## src/rtl/mpsoc_msp430_glip_bb_bridge.sv

```systemverilog
// GLIP 16-bit command stream to Blackbone external-bus bridge.
// Writes are acknowledged with one word; reads stream back hi/lo word pairs.
`timescale 1ns/1ps
module mpsoc_msp430_glip_bb_bridge #(
    parameter int ADDR_WIDTH = 32,
    parameter int ADDR_INCR  = 4
) (
    input  logic                  clk,
    input  logic                  rst_n,
    input  logic [15:0]           glip_in_data,
    input  logic                  glip_in_valid,
    output logic                  glip_in_ready,
    output logic [15:0]           glip_out_data,
    output logic                  glip_out_valid,
    input  logic                  glip_out_ready,
    output logic [ADDR_WIDTH-1:0] bb_ext_addr_o,
    output logic [31:0]           bb_ext_din_o,
    output logic                  bb_ext_en_o,
    output logic [3:0]            bb_ext_we_o,
    input  logic [31:0]           bb_ext_dout_i,
    output logic                  busy_o
);

    typedef enum logic [3:0] {
        S_IDLE, S_ADDR_HI, S_ADDR_LO, S_WD_HI, S_WD_LO, S_WR_ISSUE,
        S_WACK, S_RD_ISSUE, S_RD_CAP, S_RD_HI, S_RD_LO, S_ERR
    } state_t;

    state_t                r_state;
    state_t                w_next;
    logic                  r_write;
    logic [7:0]            r_len;
    logic [8:0]            r_cnt;
    logic [15:0]           r_addr_hi;
    logic [15:0]           r_wd_hi;
    logic [ADDR_WIDTH-1:0] r_addr;
    logic [31:0]           r_din;
    logic [31:0]           r_rdata;

    logic                  w_in_rdy;
    logic                  w_in_fire;
    logic                  w_out_fire;
    logic                  w_hdr_err;
    logic [31:0]           w_addr_full;

    assign w_addr_full   = {r_addr_hi, glip_in_data};
    assign w_hdr_err     = |glip_in_data[14:8];
    // Nothing is accepted while reset is held, so all outputs read 0 then.
    assign glip_in_ready = w_in_rdy & rst_n;
    assign w_in_fire     = glip_in_valid & glip_in_ready;
    assign w_out_fire    = glip_out_valid & glip_out_ready;

    assign bb_ext_addr_o = r_addr;
    assign bb_ext_din_o  = r_din;
    assign busy_o        = (r_state != S_IDLE);

    always_ff @(posedge clk or negedge rst_n) begin
        if (!rst_n) begin
            r_state   <= S_IDLE;
            r_write   <= 1'b0;
            r_len     <= '0;
            r_cnt     <= '0;
            r_addr_hi <= '0;
            r_wd_hi   <= '0;
            r_addr    <= '0;
            r_din     <= '0;
            r_rdata   <= '0;
        end else begin
            r_state <= w_next;
            case (r_state)
                S_IDLE: if (w_in_fire) begin
                    r_write <= glip_in_data[15];
                    r_len   <= glip_in_data[7:0];
                    // LEN of 0 encodes 256 words.
                    r_cnt   <= {(glip_in_data[7:0] == 8'd0), glip_in_data[7:0]};
                end
                S_ADDR_HI: if (w_in_fire) r_addr_hi <= glip_in_data;
                S_ADDR_LO: if (w_in_fire) r_addr <= w_addr_full[ADDR_WIDTH-1:0];
                S_WD_HI:   if (w_in_fire) r_wd_hi <= glip_in_data;
                S_WD_LO:   if (w_in_fire) r_din <= {r_wd_hi, glip_in_data};
                S_WR_ISSUE, S_RD_ISSUE: begin
                    r_addr <= r_addr + ADDR_WIDTH'(ADDR_INCR);
                    r_cnt  <= r_cnt - 9'd1;
                end
                S_RD_CAP: r_rdata <= bb_ext_dout_i;
                default: ;
            endcase
        end
    end

    always_comb begin
        w_next         = r_state;
        w_in_rdy       = 1'b0;
        glip_out_valid = 1'b0;
        glip_out_data  = '0;
        bb_ext_en_o    = 1'b0;
        bb_ext_we_o    = '0;
        case (r_state)
            S_IDLE: begin
                w_in_rdy = 1'b1;
                if (glip_in_valid) w_next = w_hdr_err ? S_ERR : S_ADDR_HI;
            end
            S_ADDR_HI: begin
                w_in_rdy = 1'b1;
                if (glip_in_valid) w_next = S_ADDR_LO;
            end
            S_ADDR_LO: begin
                w_in_rdy = 1'b1;
                if (glip_in_valid) w_next = r_write ? S_WD_HI : S_RD_ISSUE;
            end
            S_WD_HI: begin
                w_in_rdy = 1'b1;
                if (glip_in_valid) w_next = S_WD_LO;
            end
            S_WD_LO: begin
                w_in_rdy = 1'b1;
                if (glip_in_valid) w_next = S_WR_ISSUE;
            end
            S_WR_ISSUE: begin
                bb_ext_en_o = 1'b1;
                bb_ext_we_o = 4'hF;
                w_next      = (r_cnt == 9'd1) ? S_WACK : S_WD_HI;
            end
            S_WACK: begin
                glip_out_valid = 1'b1;
                glip_out_data  = {8'h80, r_len};
                if (w_out_fire) w_next = S_IDLE;
            end
            S_RD_ISSUE: begin
                bb_ext_en_o = 1'b1;
                w_next      = S_RD_CAP;
            end
            S_RD_CAP: w_next = S_RD_HI;
            S_RD_HI: begin
                glip_out_valid = 1'b1;
                glip_out_data  = r_rdata[31:16];
                if (w_out_fire) w_next = S_RD_LO;
            end
            S_RD_LO: begin
                glip_out_valid = 1'b1;
                glip_out_data  = r_rdata[15:0];
                // Counter was already decremented at RD_ISSUE.
                if (w_out_fire) w_next = (r_cnt == 9'd0) ? S_IDLE : S_RD_ISSUE;
            end
            S_ERR: begin
                glip_out_valid = 1'b1;
                glip_out_data  = {8'hE0, r_len};
                if (w_out_fire) w_next = S_IDLE;
            end
            default: w_next = S_IDLE;
        endcase
    end

endmodule

```

## config.mk

```make
export PLATFORM = sky130hd
export DESIGN_NAME = mpsoc_msp430_glip_bb_bridge
export DESIGN_NICKNAME = d
export VERILOG_FILES = /design/src/rtl/mpsoc_msp430_glip_bb_bridge.sv
export SDC_FILE = /design/constraint.sdc
export NUM_CORES = 1
export LEC_CHECK = 0
export CORE_MARGIN = 2
export CORE_UTILIZATION = 55
export DETAILED_ROUTE_END_ITERATION = 16
export PLACE_DENSITY = 0.85
export SKIP_CTS_REPAIR_TIMING = 1
export SLEW_MARGIN = 40
export SYNTH_ARGS = -nofsm -noshare
export SYNTH_HDL_FRONTEND = slang
export SYNTH_SLANG_ARGS = --single-unit
```

## constraint.sdc

```tcl
create_clock -name clk -period 5.69 [get_ports clk]
set_input_delay 1.138 -clock clk [delete_from_list [all_inputs] [get_ports clk]]
set_output_delay 1.138 -clock clk [all_outputs]
set_load 0.005 [all_outputs]
```

==> key figures, run 1 <==
Timing
  • RSZ-0062 raised after global routing: no
  • Worst hold slack: 0.477 ns
  • Minimum clock period: 4.01 ns
  • Setup WS post-layout: 1.68 ns
  • Fin. Hold Viols: 0
  • Final setup viols: 0
  • Final period util: 0.705
  • Fmax: 249 MHz
  • Setup TNS: 0 ns
  • Slew @ Worst Pin: 0.760 ns
  • Setup Skew: 0.0134 ns
  • Slew headroom: 0.489
  • Fin. max-slew vios: 0

Hold path
  • Worst Hold Launch: bb_ext_addr_o[1]
  • Hold path cells: 2
  • Hold Path Class: flop to flop
  • Hold EP: bb_ext_addr_o[1]

Global routing
  • GRT Overall Usage: 0.290
  • First-pass GRT wire length: 29.5 mm
  • Initial antenna violation count: 0
  • GRT overflow: 0
  • Number of global-route vias before repair: 5721
  • Largest net degree at the start of global routing: 62

Clock network
  • Root Buffer: clkbuf_16
  • H-tree depth: 4
  • # clock sinks: 150
  • Worst skew pair latency: 0.43 ns
  • CTS clk-pin slew, worst paths: 0.06 ns
  • CTS tree: built
  • Maximum clock path buffer count: 2
  • CTS Buf Count: 17

Run
  • Max-cap viol count: 0

Detailed routing
  • Routed Antenna Nets: 0
  • Top sig layer: met4
  • DR vias/cell: 6.17
  • Post-Route WL: 18.5 mm
  • Vias: 5557
  • DRT Pass-1 Iters: 7
  • Wire length on met1: 7.51 mm
  • Initial detailed-routing violation count: 445
  • WL/cell: 20.6 um
  • Metal3 WL: 1.53 mm
  • Met2 WL: 9.02 mm
  • Drt drc: 0

Pwr
  • Max VDD drop: 0.343 mV
  • Leakage: 0.00391 uW
  • Cell Pwr Density: 551 nW/um2

Place
  • IO buf count: 139
  • Dpl ws: 2.26 ns
  • Placed Instance Area: 8380 um2
  • Gpl congestion: 0.874
  • DP HPWL: 12.6 mm

Critical path
  • R2r endpoint: bb_ext_addr_o[27]
  • Critical path arrival: 2.87 ns
  • Required @ worst endpoint: 4.55 ns
  • CP Capture Type: output pin
  • Crit Path Max Fanout: 19
  • FF-to-FF Start: r_state[0]
  • R2R setup slack: 2.46 ns
  • CP Cell Sequence: nand2b_1, nor2_2, a222oi_1, inv_1, clkdlybuf4s50_1
  • Critical path type: flop to output pin
  • Critical path startpoint category: flop
  • Slowest-stage cell, CP: dfrtp_1
  • Worst path max stage delay: 0.71 ns
  • Worst reg2reg path depth: 6

Logic synthesis
  • Area leader, netlist: dfrtp_1
  • Number of distinct library cells after synthesis: 63
  • Synthesis warning total: 0
  • Post-synth top area share: 0.547
  • Number of synthesized register bits: 150
  • Synth top cells by count: 150 x dfrtp_1, 90 x mux2_2, 76 x nand2_1, 22 x nor2_1
  • Async SR Flop Fraction: 1.00
  • Most frequent cell after synthesis: dfrtp_1
  • Post-Syn Nets: 647
  • Top post-synthesis cells by area: dfrtp_1 55%, mux2_2 15%, nand2_1 4.2%
  • Post-synth EDFFs: 0
  • Top FF cell, synth: dfrtp_1
  • Post-synthesis sequential area ratio: 0.547
  • Syn_area_per_cell: 11.6 um2
  • Cells after synthesis: 591
  • Post-Syn Area: 6870 um2

Finish
  • Ant diodes: 0
  • Final core occ: 0.739
  • Final nets: 777
  • Share of layout cells above drive strength 1: 0.198
  • Syn-to-layout area delta: 30.4%
  • Final Cell Area: 8950 um2

Die
  • Die Ht: 116 um
  • CORE AREA: 12100 um2
  • I/O Pins: 140
  • Initial core utilization: 0.567
  • Site Rows: 40
  • Die Width: 116 um
  • Die area: 13400 um2

Status
  • Status: complete, no violations
-- layout by cell type (no fill, tap or decap), types with 5 or more instances in the layout --
cell type / count
a211oi_1: 5
a21oi_1: 10
a222oi_1: 8
a22o_1: 7
a31oi_1: 5
and3_1: 8
clkbuf_16: 17
clkdlybuf4s50_1: 138
dfrtp_1: 150
inv_1: 20
mux2_2: 90
nand2_1: 76
nand3_1: 19
nand4_1: 5
nor2_1: 21
nor3_1: 9
nor4_1: 8
o211ai_1: 17
o21ai_0: 17
o311ai_0: 7
-- worst max-delay path: cells and delay by family (launching register included) --
kind | cells | cell delay [ns]
AOI/OAI and AO/OA | 1 | 0.23
buffers and inverters | 2 | 0.63
DFF | 1 | 0.71
and+or+nand+nor | 2 | 0.87
-- metrics by stage --
stage / total power (uW) / std cells
floorplan: 2890 / 591
global placement: 3700 / 870
detailed placement: 3830 / 870
CTS: 4940 / 901
global route: 5220 / 901
finish: 4940 / 901
-- area by class of cell --
type	instances	area, um2
Multi-Input combinational cell	387	2910
Tap cell	168	210
Sequential cell	150	3750
Clock inverter	8	98.8
Inverter	21	78.8
Fill cell	817	3160
Timing Repair Buffer	144	1440
Clock buffer	23	468
-- power breakdown --
group | internal [uW] | total [uW] | switching, uW
registers | 1590 | 2060 | 471
logic | 1070 | 1790 | 719
clock network | 665 | 1090 | 423
-- kinds of logic after synthesis --
family,after synthesis,synth area share
AO/OA/AOI/OAI,107,0.118
XOR/XNOR,1,0.00128
adder cells (fa/ha/maj),4,0.00729
buffers and inverters,54,0.0341
flip-flops,150,0.547
multiplexers,97,0.158
AND/OR/NAND/NOR,178,0.134
-- layer usage --
metal,track usage,up-vias
met4,0.117,0
met2,0.466,268
met3,0.0785,53
met5,0,-
met1,0.378,2790
li1,-,2446
-- sequential cells by signal, indices dropped and copies added, names as in the netlist --
| name | count |
|---|---|
| bb_ext_addr_o | 32 |
| bb_ext_din_o | 32 |
| r_rdata | 32 |
| r_addr_hi | 16 |
| r_wd_hi | 16 |
| r_cnt | 9 |
| r_len | 8 |
| r_state | 4 |
| r_write | 1 |
-- worst max-delay path by stage --
stage                             end          start  cells past startpoint  slack, ns
CTS                  glip_out_data[3]     r_state[0]                      5       1.78
detailed placement   glip_out_data[3]     r_state[1]                      5       2.26
finish               glip_out_data[3]     r_state[1]                      5       1.68
floorplan            glip_out_data[1]     r_state[0]                      6       3.05
global placement    bb_ext_addr_o[21]  glip_in_valid                      5       2.07
global route         glip_out_data[3]     r_state[1]                      5       1.53
Note: power is estimated with default switching activity, not from simulation.
==> run 2: changes to the inputs <==
--- a/config.mk
+++ b/config.mk
@@ -6,9 +6,9 @@
 export NUM_CORES = 1
 export LEC_CHECK = 0
 export CORE_MARGIN = 2
-export CORE_UTILIZATION = 55
+export CORE_UTILIZATION = 47
 export DETAILED_ROUTE_END_ITERATION = 16
-export PLACE_DENSITY = 0.85
+export PLACE_DENSITY = 0.77
 export SKIP_CTS_REPAIR_TIMING = 1
 export SLEW_MARGIN = 40
 export SYNTH_ARGS = -nofsm -noshare
==> constraint.sdc (replaced) <==
create_clock -name clk -period 3.6 [get_ports clk]
set_input_delay 0.72 -clock clk [delete_from_list [all_inputs] [get_ports clk]]
set_output_delay 0.72 -clock clk [all_outputs]
set_load 0.005 [all_outputs]
==> run 2 against run 1 <==
  * Routed wire length down 5.6%
  * Non-clock buffer count rose by 8
  * First-iteration DRC count shrank 4.9%
  * Die area up 16%
  * Final cell count up 2.6%
  * Cell area increased by 1.5%
  * Combinational power rose by 59%
  * Clock power rose by 72%
  * Global-route usage decreased by 5.7 points
  * Clock skew decreased by 0.0074 ns
  * Register-to-register slack lost 1.3 ns
  * Critical endpoint is now glip_out_data[5]
  * Largest power group unchanged
==> key figures, run 2 (synthesized netlist as in run 1, its figures left out) <==
Critical path
  • R2R setup slack: 1.11 ns
  • Required @ worst endpoint: 2.88 ns
  • CP Capture Type: output pin
  • Critical path type: flop to output pin
  • Critical path arrival: 2.62 ns
  • R2r endpoint: bb_ext_addr_o[28]
  • FF-to-FF Start: r_state[0]
  • Critical path startpoint category: flop
  • Crit Path Max Fanout: 15
  • Worst reg2reg path depth: 7

Detailed routing
  • Vias: 5431
  • Met2 WL: 8.52 mm
  • Post-Route WL: 17.5 mm
  • Top sig layer: met4
  • Initial detailed-routing violation count: 423
  • Wire length on met1: 7.62 mm
  • Metal3 WL: 1.05 mm
  • Drt drc: 0
  • WL/cell: 18.9 um
  • Routed Antenna Nets: 0
  • DR vias/cell: 5.88
  • DRT Pass-1 Iters: 5

Hold path
  • Hold Path Class: input pin to async pin

Global routing
  • First-pass GRT wire length: 29.2 mm
  • Largest net degree at the start of global routing: 67
  • GRT overflow: 0
  • Initial antenna violation count: 0
  • Number of global-route vias before repair: 5566
  • GRT Overall Usage: 0.233

Die
  • Die Ht: 125 um
  • I/O Pins: 140
  • CORE AREA: 14400 um2
  • Initial core utilization: 0.476
  • Site Rows: 44
  • Die area: 15600 um2
  • Die Width: 125 um

Timing
  • Setup WS post-layout: 0.255 ns
  • Slew @ Worst Pin: 0.696 ns
  • Final period util: 0.929
  • Setup TNS: 0 ns
  • Fmax: 299 MHz
  • Fin. max-slew vios: 0
  • Final setup viols: 0
  • Fin. Hold Viols: 0
  • Setup Skew: 0.00602 ns
  • RSZ-0062 raised after global routing: no
  • Slew headroom: 0.532
  • Minimum clock period: 3.34 ns

Pwr
  • Clock power frac: 0.236
  • Cell Pwr Density: 872 nW/um2
  • Leakage: 0.00397 uW
  • P_int: 5440 uW
  • Max VDD drop: 0.411 mV
  • Psw: 2490 uW
  • Comb power frac: 0.359
  • Net Sw Frac: 0.314
  • Reg power frac: 0.405

Finish
  • Ant diodes: 0
  • Syn-to-layout area delta: 32.3%
  • FILL cells: 1111
  • Final nets: 785
  • Final Cell Area: 9080 um2
  • Register Area: 3750 um2
  • Footprint of the multi-input gates: 2890 um2
  • Final core occ: 0.630
  • Non-filler instance count after layout: 924
  • Most common cell after layout, fill and taps aside: dfrtp_1
  • Most frequent cells in the layout: 150 x dfrtp_1, 138 x clkdlybuf4s50_1, 90 x mux2_2, 76 x nand2_1, 22 x nor2_1
  • Share of layout cells above drive strength 1: 0.204

Place
  • Dpl ws: 0.651 ns
  • IO buf count: 139
  • DP HPWL: 12.0 mm
  • Gpl congestion: 0.899
  • Placed Instance Area: 8450 um2
  • Placed insts: 894

Status
  • Status: complete, no violations

Clock network
  • Worst skew pair latency: 0.42 ns
  • Maximum clock path buffer count: 2
  • # clock sinks: 150
  • H-tree depth: 4
  • CTS clk-pin slew, worst paths: 0.06 ns
  • Root Buffer: clkbuf_16
  • CTS Buf Count: 17
  • CTS tree: built

Run
  • Max-cap viol count: 0
[run 2: changes by cell type in the layout (fill, tap and decap cells not counted), moves of 2 or more]
cell / before / now
buf_4: 3 / 11
bufinv_16: 2 / 4
clkbuf_1: 4 / 2
clkinv_2: 3 / 1
[run 2: power groups by stage]
stage | clock (uW) | sequential [uW] | combinational [uW]
after global routing | 1980 | 3320 | 3100
after global placement | 0 | 3160 | 2750
final | 1870 | 3210 | 2840
after CTS | 1900 | 3190 | 2870
after detailed placement | 0 | 3210 | 2840
after floorplan | 0 | 3020 | 1560
[run 2: how the worst max path moves through the flow]
stage | from | endpoint | cells after the start
after floorplan | r_state[0] | glip_out_data[1] | 6
after global placement | glip_in_data[10] | r_state[1] | 6
after detailed placement | glip_in_data[10] | r_state[1] | 6
after CTS | r_state[2] | glip_out_data[5] | 6
after global routing | r_state[2] | glip_out_data[2] | 6
final | r_state[2] | glip_out_data[5] | 6
[run 2: final cells by class]
type,count,share of cell area
Multi-Input combinational cell,387,0.319
Clock inverter,8,0.0163
Clock buffer,22,0.0522
Timing Repair Buffer,152,0.166
Tap cell,184,0.0253
Inverter,21,0.00868
Sequential cell,150,0.413
[run 2: layer usage]
metal,global-route usage,vias up
li1,-,2453
met4,0.0725,0
met5,0,-
met2,0.370,223
met1,0.316,2724
met3,0.0601,31
[run 2: stage by stage]
step	hold slack, ns	power [uW]
3_3_place_gp	0.455	5910
6_report	0.168	7920
4_1_cts	0.159	7960
2_1_floorplan	0.424	4570
3_5_place_dp	0.462	6060
5_1_grt	0.171	8400
[run 2: critical path: stages (launching register included)]
cell and delay (ns):
dfrtp_1 0.59, nand2b_1 0.35, nor2_1 0.07, o21a_1 0.31
a222oi_1 0.36, inv_1 0.07, clkdlybuf4s50_1 0.45
